--- config.mk ---
export PLATFORM = sky130hd
export DESIGN_NAME = ccw_output
export DESIGN_NICKNAME = d
export VERILOG_FILES = /design/src/rtl/router_pkg.sv /design/src/rtl/out_vc_buffer.sv /design/src/rtl/ccw_output.sv
export SDC_FILE = /design/constraint.sdc
export NUM_CORES = 1
export LEC_CHECK = 0
export BUFFER_PORTS_ARGS = -buffer_cell sky130_fd_sc_hd__buf_4
export CAP_MARGIN = 0
export CORE_MARGIN = 4
export CORE_UTILIZATION = 51
export CTS_CLUSTER_DIAMETER = 30
export DETAILED_ROUTE_END_ITERATION = 7
export GPL_ROUTABILITY_DRIVEN = 0
export PLACE_DENSITY = 0.83
export RECOVER_POWER = 100
export SLEW_MARGIN = 15
export SYNTH_ARGS = -nofsm -noshare
export SYNTH_HDL_FRONTEND = slang
export SYNTH_SLANG_ARGS = --single-unit
--- constraint.sdc ---
create_clock -name clk -period 8.07 [get_ports clk]
set_clock_uncertainty 0.2 [all_clocks]
set_input_delay 0.807 -clock clk [delete_from_list [all_inputs] [get_ports clk]]
set_output_delay 0.807 -clock clk [all_outputs]
set_load 0.02 [all_outputs]
--- src/rtl/router_pkg.sv ---
// Shared router definitions: packet geometry, requester indices, buffer FSM encoding.
package router_pkg;
  localparam int DATA_WIDTH = 64;
  localparam int HOP_MSB    = 55;
  localparam int HOP_LSB    = 48;

  // Requester index, also the encoding of the per-VC priority bit
  localparam logic REQ_CCW = 1'b0;
  localparam logic REQ_PE  = 1'b1;

  typedef enum logic [1:0] {
    BUF_EMPTY   = 2'b00,
    BUF_GRANTED = 2'b01,
    BUF_FULL    = 2'b10
  } buf_state_t;
endpackage

--- src/rtl/out_vc_buffer.sv ---
// One virtual channel of the CCW output stage: 2-way round-robin between the
// CCW-forwarding and PE-injection requesters, a single-packet buffer with hop
// shift on capture, and the EMPTY/GRANTED/FULL FSM that sequences them.
module out_vc_buffer #(
  parameter int DATA_WIDTH = router_pkg::DATA_WIDTH,
  parameter int HOP_MSB    = router_pkg::HOP_MSB,
  parameter int HOP_LSB    = router_pkg::HOP_LSB
) (
  input  logic                  clk,
  input  logic                  rst,
  input  logic                  i_req_ccw,
  input  logic                  i_req_pe,
  input  logic [DATA_WIDTH-1:0] i_data_ccw,
  input  logic [DATA_WIDTH-1:0] i_data_pe,
  input  logic                  i_launch,
  output logic                  o_grant_ccw,
  output logic                  o_grant_pe,
  output logic                  o_full,
  output logic [DATA_WIDTH-1:0] o_data
);
  import router_pkg::*;

  buf_state_t            r_state, w_state_nxt;
  logic                  r_prio;       // requester currently holding priority
  logic                  r_sel;        // requester granted, selects capture source
  logic                  r_grant_ccw, r_grant_pe;
  logic [DATA_WIDTH-1:0] r_buf;
  logic                  w_grant;
  logic                  w_win_pe;
  logic [DATA_WIDTH-1:0] w_src, w_cap;

  // Next-state logic; grants are only decided in EMPTY
  always_comb begin
    w_state_nxt = r_state;
    w_grant     = 1'b0;
    // PE wins when it is alone or when both request and PE holds priority
    w_win_pe    = i_req_pe & (~i_req_ccw | (r_prio == REQ_PE));
    case (r_state)
      BUF_EMPTY: begin
        if (i_req_ccw | i_req_pe) begin
          w_grant     = 1'b1;
          w_state_nxt = BUF_GRANTED;
        end
      end
      BUF_GRANTED: w_state_nxt = BUF_FULL;
      BUF_FULL:    if (i_launch) w_state_nxt = BUF_EMPTY;
      default:     w_state_nxt = BUF_EMPTY;
    endcase
  end

  // FSM state register
  always_ff @(posedge clk or posedge rst) begin
    if (rst) r_state <= BUF_EMPTY;
    else     r_state <= w_state_nxt;
  end

  // Registered grant pulses; priority passes to the loser after every grant
  always_ff @(posedge clk or posedge rst) begin
    if (rst) begin
      r_grant_ccw <= 1'b0;
      r_grant_pe  <= 1'b0;
      r_prio      <= REQ_CCW;
      r_sel       <= REQ_CCW;
    end else begin
      r_grant_ccw <= w_grant & ~w_win_pe;
      r_grant_pe  <= w_grant &  w_win_pe;
      if (w_grant) begin
        r_sel  <= w_win_pe ? REQ_PE  : REQ_CCW;
        r_prio <= w_win_pe ? REQ_CCW : REQ_PE;
      end
    end
  end

  // Capture source mux with the hop field halved; other bits pass through
  always_comb begin
    w_src = (r_sel == REQ_PE) ? i_data_pe : i_data_ccw;
    w_cap = w_src;
    w_cap[HOP_MSB:HOP_LSB] = w_src[HOP_MSB:HOP_LSB] >> 1;
  end

  // Buffer capture at the edge closing the grant cycle
  always_ff @(posedge clk or posedge rst) begin
    if (rst)                         r_buf <= '0;
    else if (r_state == BUF_GRANTED) r_buf <= w_cap;
  end

  assign o_grant_ccw = r_grant_ccw;
  assign o_grant_pe  = r_grant_pe;
  assign o_full      = (r_state == BUF_FULL);
  assign o_data      = r_buf;
endmodule

--- src/rtl/ccw_output.sv ---
// CCW output stage: two VC buffers feeding one link. The polarity of the
// current cycle decides which VC may launch so that the packet lands on the
// following cycle, whose polarity matches that VC at the receiver.
module ccw_output #(
  parameter int DATA_WIDTH = router_pkg::DATA_WIDTH,
  parameter int HOP_MSB    = router_pkg::HOP_MSB,
  parameter int HOP_LSB    = router_pkg::HOP_LSB
) (
  input  logic                  clk,
  input  logic                  rst,
  input  logic                  polarity,
  input  logic                  request_ccw_even,
  input  logic                  request_ccw_odd,
  input  logic                  request_pe_even,
  input  logic                  request_pe_odd,
  input  logic [DATA_WIDTH-1:0] data_in_ccw_even,
  input  logic [DATA_WIDTH-1:0] data_in_ccw_odd,
  input  logic [DATA_WIDTH-1:0] data_in_pe_even,
  input  logic [DATA_WIDTH-1:0] data_in_pe_odd,
  output logic                  grant_ccw_even,
  output logic                  grant_ccw_odd,
  output logic                  grant_pe_even,
  output logic                  grant_pe_odd,
  input  logic                  ccwro,
  output logic                  ccwso,
  output logic [DATA_WIDTH-1:0] ccwdo
);
  import router_pkg::*;

  logic                  w_full_even, w_full_odd;
  logic [DATA_WIDTH-1:0] w_buf_even, w_buf_odd;
  logic                  w_launch_even, w_launch_odd;
  logic                  r_ccwso;
  logic [DATA_WIDTH-1:0] r_ccwdo;

  // Odd goes out when the next cycle is odd (polarity 0 now), even otherwise
  assign w_launch_odd  = ~polarity & ccwro & w_full_odd;
  assign w_launch_even =  polarity & ccwro & w_full_even;

  out_vc_buffer #(.DATA_WIDTH(DATA_WIDTH), .HOP_MSB(HOP_MSB), .HOP_LSB(HOP_LSB)) u_even (
    .clk        (clk),
    .rst        (rst),
    .i_req_ccw  (request_ccw_even),
    .i_req_pe   (request_pe_even),
    .i_data_ccw (data_in_ccw_even),
    .i_data_pe  (data_in_pe_even),
    .i_launch   (w_launch_even),
    .o_grant_ccw(grant_ccw_even),
    .o_grant_pe (grant_pe_even),
    .o_full     (w_full_even),
    .o_data     (w_buf_even)
  );

  out_vc_buffer #(.DATA_WIDTH(DATA_WIDTH), .HOP_MSB(HOP_MSB), .HOP_LSB(HOP_LSB)) u_odd (
    .clk        (clk),
    .rst        (rst),
    .i_req_ccw  (request_ccw_odd),
    .i_req_pe   (request_pe_odd),
    .i_data_ccw (data_in_ccw_odd),
    .i_data_pe  (data_in_pe_odd),
    .i_launch   (w_launch_odd),
    .o_grant_ccw(grant_ccw_odd),
    .o_grant_pe (grant_pe_odd),
    .o_full     (w_full_odd),
    .o_data     (w_buf_odd)
  );

  // Link registers; data holds its last value when nothing launches
  always_ff @(posedge clk or posedge rst) begin
    if (rst) begin
      r_ccwso <= 1'b0;
      r_ccwdo <= '0;
    end else begin
      r_ccwso <= w_launch_odd | w_launch_even;
      if (w_launch_odd)       r_ccwdo <= w_buf_odd;
      else if (w_launch_even) r_ccwdo <= w_buf_even;
    end
  end

  assign ccwso = r_ccwso;
  assign ccwdo = r_ccwdo;
endmodule

* After elaboration in Yosys (flattened, before gate mapping)
Cells that the tools add are included.
** Word-level totals
- Flip-flop bits (word level) :: 203
- Output and inout bits :: 69
- Logic and storage cells :: 65
** Cells by class
- Equal/unequal tests :: 8
- Mux-type cells :: 18
- Bitwise gates (word level) :: 20
- Reduce and logical (&&, ||, !) cells :: 5
** Operators by type and width (number)
- 64-bit two-way mux :: 4
- 2-bit case mux with 3 select lines :: 2
- 1-bit bitwise AND :: 10
- 1-bit two-way mux :: 8
- 2-bit two-way mux :: 4
- 2-bit by 1-bit != test with 1-bit output (second input constant) :: 4
- 1-bit inverter :: 5
- 1-bit OR :: 5
- 2-bit by 1-bit == test with 1-bit output (second input constant) :: 2
- 2-bit == test (second input constant) :: 2
- 2-bit logical NOT :: 2
- 2-bit AND reduction :: 2
- 2-bit nonzero test :: 1

* Logic depth before layout (Yosys ltp)
- Depth after elaboration :: 5
- Mapped depth :: 6
- Gate-level depth less buffers :: 3

* By module
Synthesis repeated with hierarchy kept, for this count alone.
** Second synthesis, totals
- Cells, all modules :: 745
- Area total of the unflattened synthesis :: 10847.9 µm²
** By module, submodules not included
- out_vc_buffer :: times used 2, cells an instance 226, area each 3926.3 µm²
- ccw_output :: times used 1, cells an instance 293, area each 2995.4 µm²

* Worst setup path before layout
OpenSTA, ideal clock, no wires.
- Path type :: input -> register
- Start :: input port ccwro
- End :: register r_ccwdo[0], in the netlist ccwdo[0]
- Library setup time :: 125 ps
- Arrival :: 2027 ps
- Data required time :: 7745 ps
- Path slack :: 5718 ps
- Stages on the path :: 5
- Buffers on the path :: 2
- Path through :: nor4bb_1 -> buf_2 -> buf_2 -> mux2_1 -> mux2_4
** On the way
- Longest elaborated chain between the ends :: 3
- Elaborated cells between the ends (all ways) :: 6
- Classes of those cells :: mux (1); bitwise (4); reduce/logical (1)
** Ends and longest elaborated chain
- start: declaration :: line ccw_output.sv:24 : input logic ccwro,
- 1-bit bitwise AND, on equally long branches (2 in series) :: line ccw_output.sv:37, ccw_output.sv:38
- 64-bit two-way mux or 2-bit nonzero test (tied branches)
- end signal: assignment :: line ccw_output.sv:75 : if (w_launch_odd) r_ccwdo <= w_buf_odd;
- end signal: assignment :: line ccw_output.sv:76 : else if (w_launch_even) r_ccwdo <= w_buf_even;
- end: declaration :: line ccw_output.sv:34 : logic [DATA_WIDTH-1:0] r_ccwdo;
Several ways; a longest one is shown, not always the timed one.
A chain may end at the register's enable or synchronous reset.

* Worst setup path in the final report
- Start :: register u_even.r_state[1]
- End :: register u_even.r_buf[18], in the netlist u_even.o_data[18]
** On the way
- Longest elaborated chain between the ends :: 1
** Ends and longest elaborated chain
- start: declaration :: line out_vc_buffer.sv:23 : buf_state_t r_state, w_state_nxt;
- start signal: assignment :: line out_vc_buffer.sv:54 : else r_state <= w_state_nxt;
- 2-bit by 1-bit == test with 1-bit output :: line out_vc_buffer.sv:84 : else if (r_state == BUF_GRANTED) r_buf <= w_cap;
- end signal: assignment :: line out_vc_buffer.sv:84
- end: declaration :: line out_vc_buffer.sv:27 : logic [DATA_WIDTH-1:0] r_buf;
No other way between the ends.

==> flow_metrics.tcl <==
set metrics [dict create \
    die_h_um 145 \
    firstDrtPassIters 4 \
    dr_total_vias 7139 \
    stdcell_count 1366 \
    final.period_utilization_pct 59.4 \
    cp_num_buf_inv 1 \
    min_period_ns 4.79 \
    remaining_drc_errors 0 \
    hold_path_class "flip-flop to flip-flop" \
    htree_levels 2 \
    synth_top_area_share_pct 52.5 \
    postRouteAntennaNets 0 \
    track_usage_pct 23.3 \
    dr.first_iter.drc_count 239 \
    drive_gt1_share_pct 29.0 \
    dp_slack_ns 5.06 \
    cts_buffers 36 \
    crit_chain "nand2b_1 -> clkbuf_1 -> o21ai_0" \
    synth-seq-cells 202 \
    netlist_area_mm2 0.00962 \
    cts_resized 0 \
    path_max_fanout 73 \
    mostFrequentLayoutCells "buf_4, dfrtp_1, o21ai_0" \
    grt_pass1_wl_um 40300 \
    cap_violations 7 \
    relSlewSlack_pct -141 \
    n_antenna_cell 0 \
    fp.dieW_um 145 \
    cts_hold_buf 0 \
    clkTransAtPathRegs_ns 0.05 \
    overflow 0 \
    cts_tree "yes" \
    tns_ns 0 \
    yosys.area.top_type "dfrtp_1" \
    viasPerCell 5.23 \
    slowest_stage "clkbuf_1" \
    clock_latency_ns 0.48 \
    clockBufferDepth 3 \
    rows 49 \
    placed_cells 1302 \
    core_area_mm2 0.0183 \
    start_util_pct 52.7 \
    p_per_area_mw_per_mm2 401 \
    tightestPinTransition_ns 3.61 \
    wl_um 24800 \
    io_buffers 327 \
    die_area_mm2 0.0211 \
    wire_per_inst_um 18.2 \
    hold_violations 0 \
    rsz0062_at_grt "no" \
    synthCells 797 \
    post_cts_buffers 0 \
    leakagePower_nw 6.18 \
    synth.area.top_cells "dfrtp_1, mux2i_1, mux2_4" \
    clock.fmax_mhz 209 \
    syn_area_per_cell_um2 12.1 \
    fin_nets 1375 \
    critPathMaxStageDelay_ns 2.08 \
    path_class "flip-flop to flip-flop" \
    antenna_found_initial 0 \
    grt_max_degree 125 \
    setup_viol 0 \
    drv_slew 393 \
    violations "capacitance limit, slew limit" \
    irDropWorstVdd_mv 0.207 \
    critPathLaunchType "flip-flop" \
    dp_hpwl_um 17000 \
    timing.final.ws_setup_ns 3.28 \
    crit_path_start "u_even.r_state[1]" \
    io_pins 333 \
    ys_seq_area_share_pct 52.5 \
    syn_nets 1061 \
    ys.warnings.count 0 \
    worst_ep_required_time_ns 8.09 \
    path_delay_family "buffers and inverters" \
    grt_pass1_vias 7725 \
    status "finished, violations left" \
    synthToLayoutAreaGrowth_pct 32.9 \
    hold_start "u_even.o_data[35]" \
    final_common_cell "buf_4" \
    endpoint_kind "flip-flop" \
    clkSinkCount 202 \
    synth_cell_types 29 \
    cts-root-buf "clkbuf_16" \
    reg2reg_from "u_even.r_state[1]" \
    arrival_ns 4.81 \
]
synthesized netlist by cell type:
master and n:
o2bb2ai_1 2, inv_1 6, conb_1 1, mux2_2 7, nand2b_1 3, dfrtp_1 202
mux2_4 58, a21boi_2 1, o21bai_1 2, a21o_1 2, o221ai_1 1, and2_1 1
mux2_1 59, or3b_1 1, buf_12 7, buf_4 2, buf_2 25, nor2_1 2
or2_2 2, a211oi_1 2, nor2b_1 1, o21ai_0 112, nand3b_1 1, mux2i_1 126
nor4bb_1 1, clkbuf_1 23, or2b_1 1, o21ai_1 18, nand2_1 128
per-stage QoR:
step	instance area (um2)	total power, W	util (%)	hold slack, ns
after global placement	12100	0.00380	66.2	0.254
after CTS	13300	0.00541	72.8	0.273
after detailed placement	12100	0.00390	66.2	0.263
after floorplan	9620	0.00322	-	0.243
final	12800	0.00512	70.0	0.270
after global routing	12800	0.00546	70.0	0.293
power breakdown:
part           internal, W  switching, W
sequential         0.00152      0.000412
clock             0.000978      0.000493
combinational     0.000802      0.000919
total              0.00330       0.00182
cell type report:
cell class	count	area, um2
inverter	6	30.0
tap	229	287
clock inverter	16	194
timing repair buffer	333	2230
clock buffer	48	1010
fill	1423	5490
multi-input combinational	532	3980
sequential	202	5050
registers in the layout, summed over array words and instances, names as in the netlist:
register	flops
u_even.o_grant_ccw	1
u_odd.o_grant_ccw	1
u_even.r_prio	1
u_even.r_state	2
u_odd.r_sel	1
u_even.r_sel	1
ccwdo	63
ccwso	1
u_odd.r_state	2
u_odd.o_grant_pe	1
u_even.o_data	63
u_odd.r_prio	1
u_even.o_grant_pe	1
u_odd.o_data	63
worst paths after layout:
| check | end | slack (ns) | depth (start not counted) |
|---|---|---|---|
| setup reg to reg | u_even.o_data[18] | 3.28 | 3 |
| hold / removal | u_even.o_data[35] | 0.27 | 2 |
| setup / recovery | u_even.o_data[18] | 3.28 | 3 |
| hold reg to reg | u_even.o_data[35] | 0.27 | 2 |
| min in group asynchronous | u_even.o_data[25] | 0.30 | 2 |
| max in group asynchronous | u_odd.o_data[23] | 5.76 | 3 |
worst register-to-register path, stage by stage, from the launching register on:
cell,delay [ns]
dfrtp_1,0.37
nand2b_1,1.42
clkbuf_1,2.08
o21ai_0,0.45
kinds of logic (layout without fill, tap and decap cells):
kind of cell / count (synthesis) / in the layout / synth area share [%]
muxes: 250 / 250 / 29.9
DFF: 202 / 202 / 52.5
other: 1 / 1 / 0.0390
and+or+nand+nor: 141 / 141 / 5.88
AOI/OAI and AO/OA: 140 / 140 / 7.62
buffers and inverters: 63 / 403 / 4.04
routing by layer:
metal	GRT usage, %	routed length, um	vias up
li1	-	-	3417
met1	28.6	10000	3399
met2	39.4	12100	275
met3	7.38	2100	48
met4	7.55	593	0
met5	0	0	-
No activity file was read; power rests on OpenSTA's default activity.
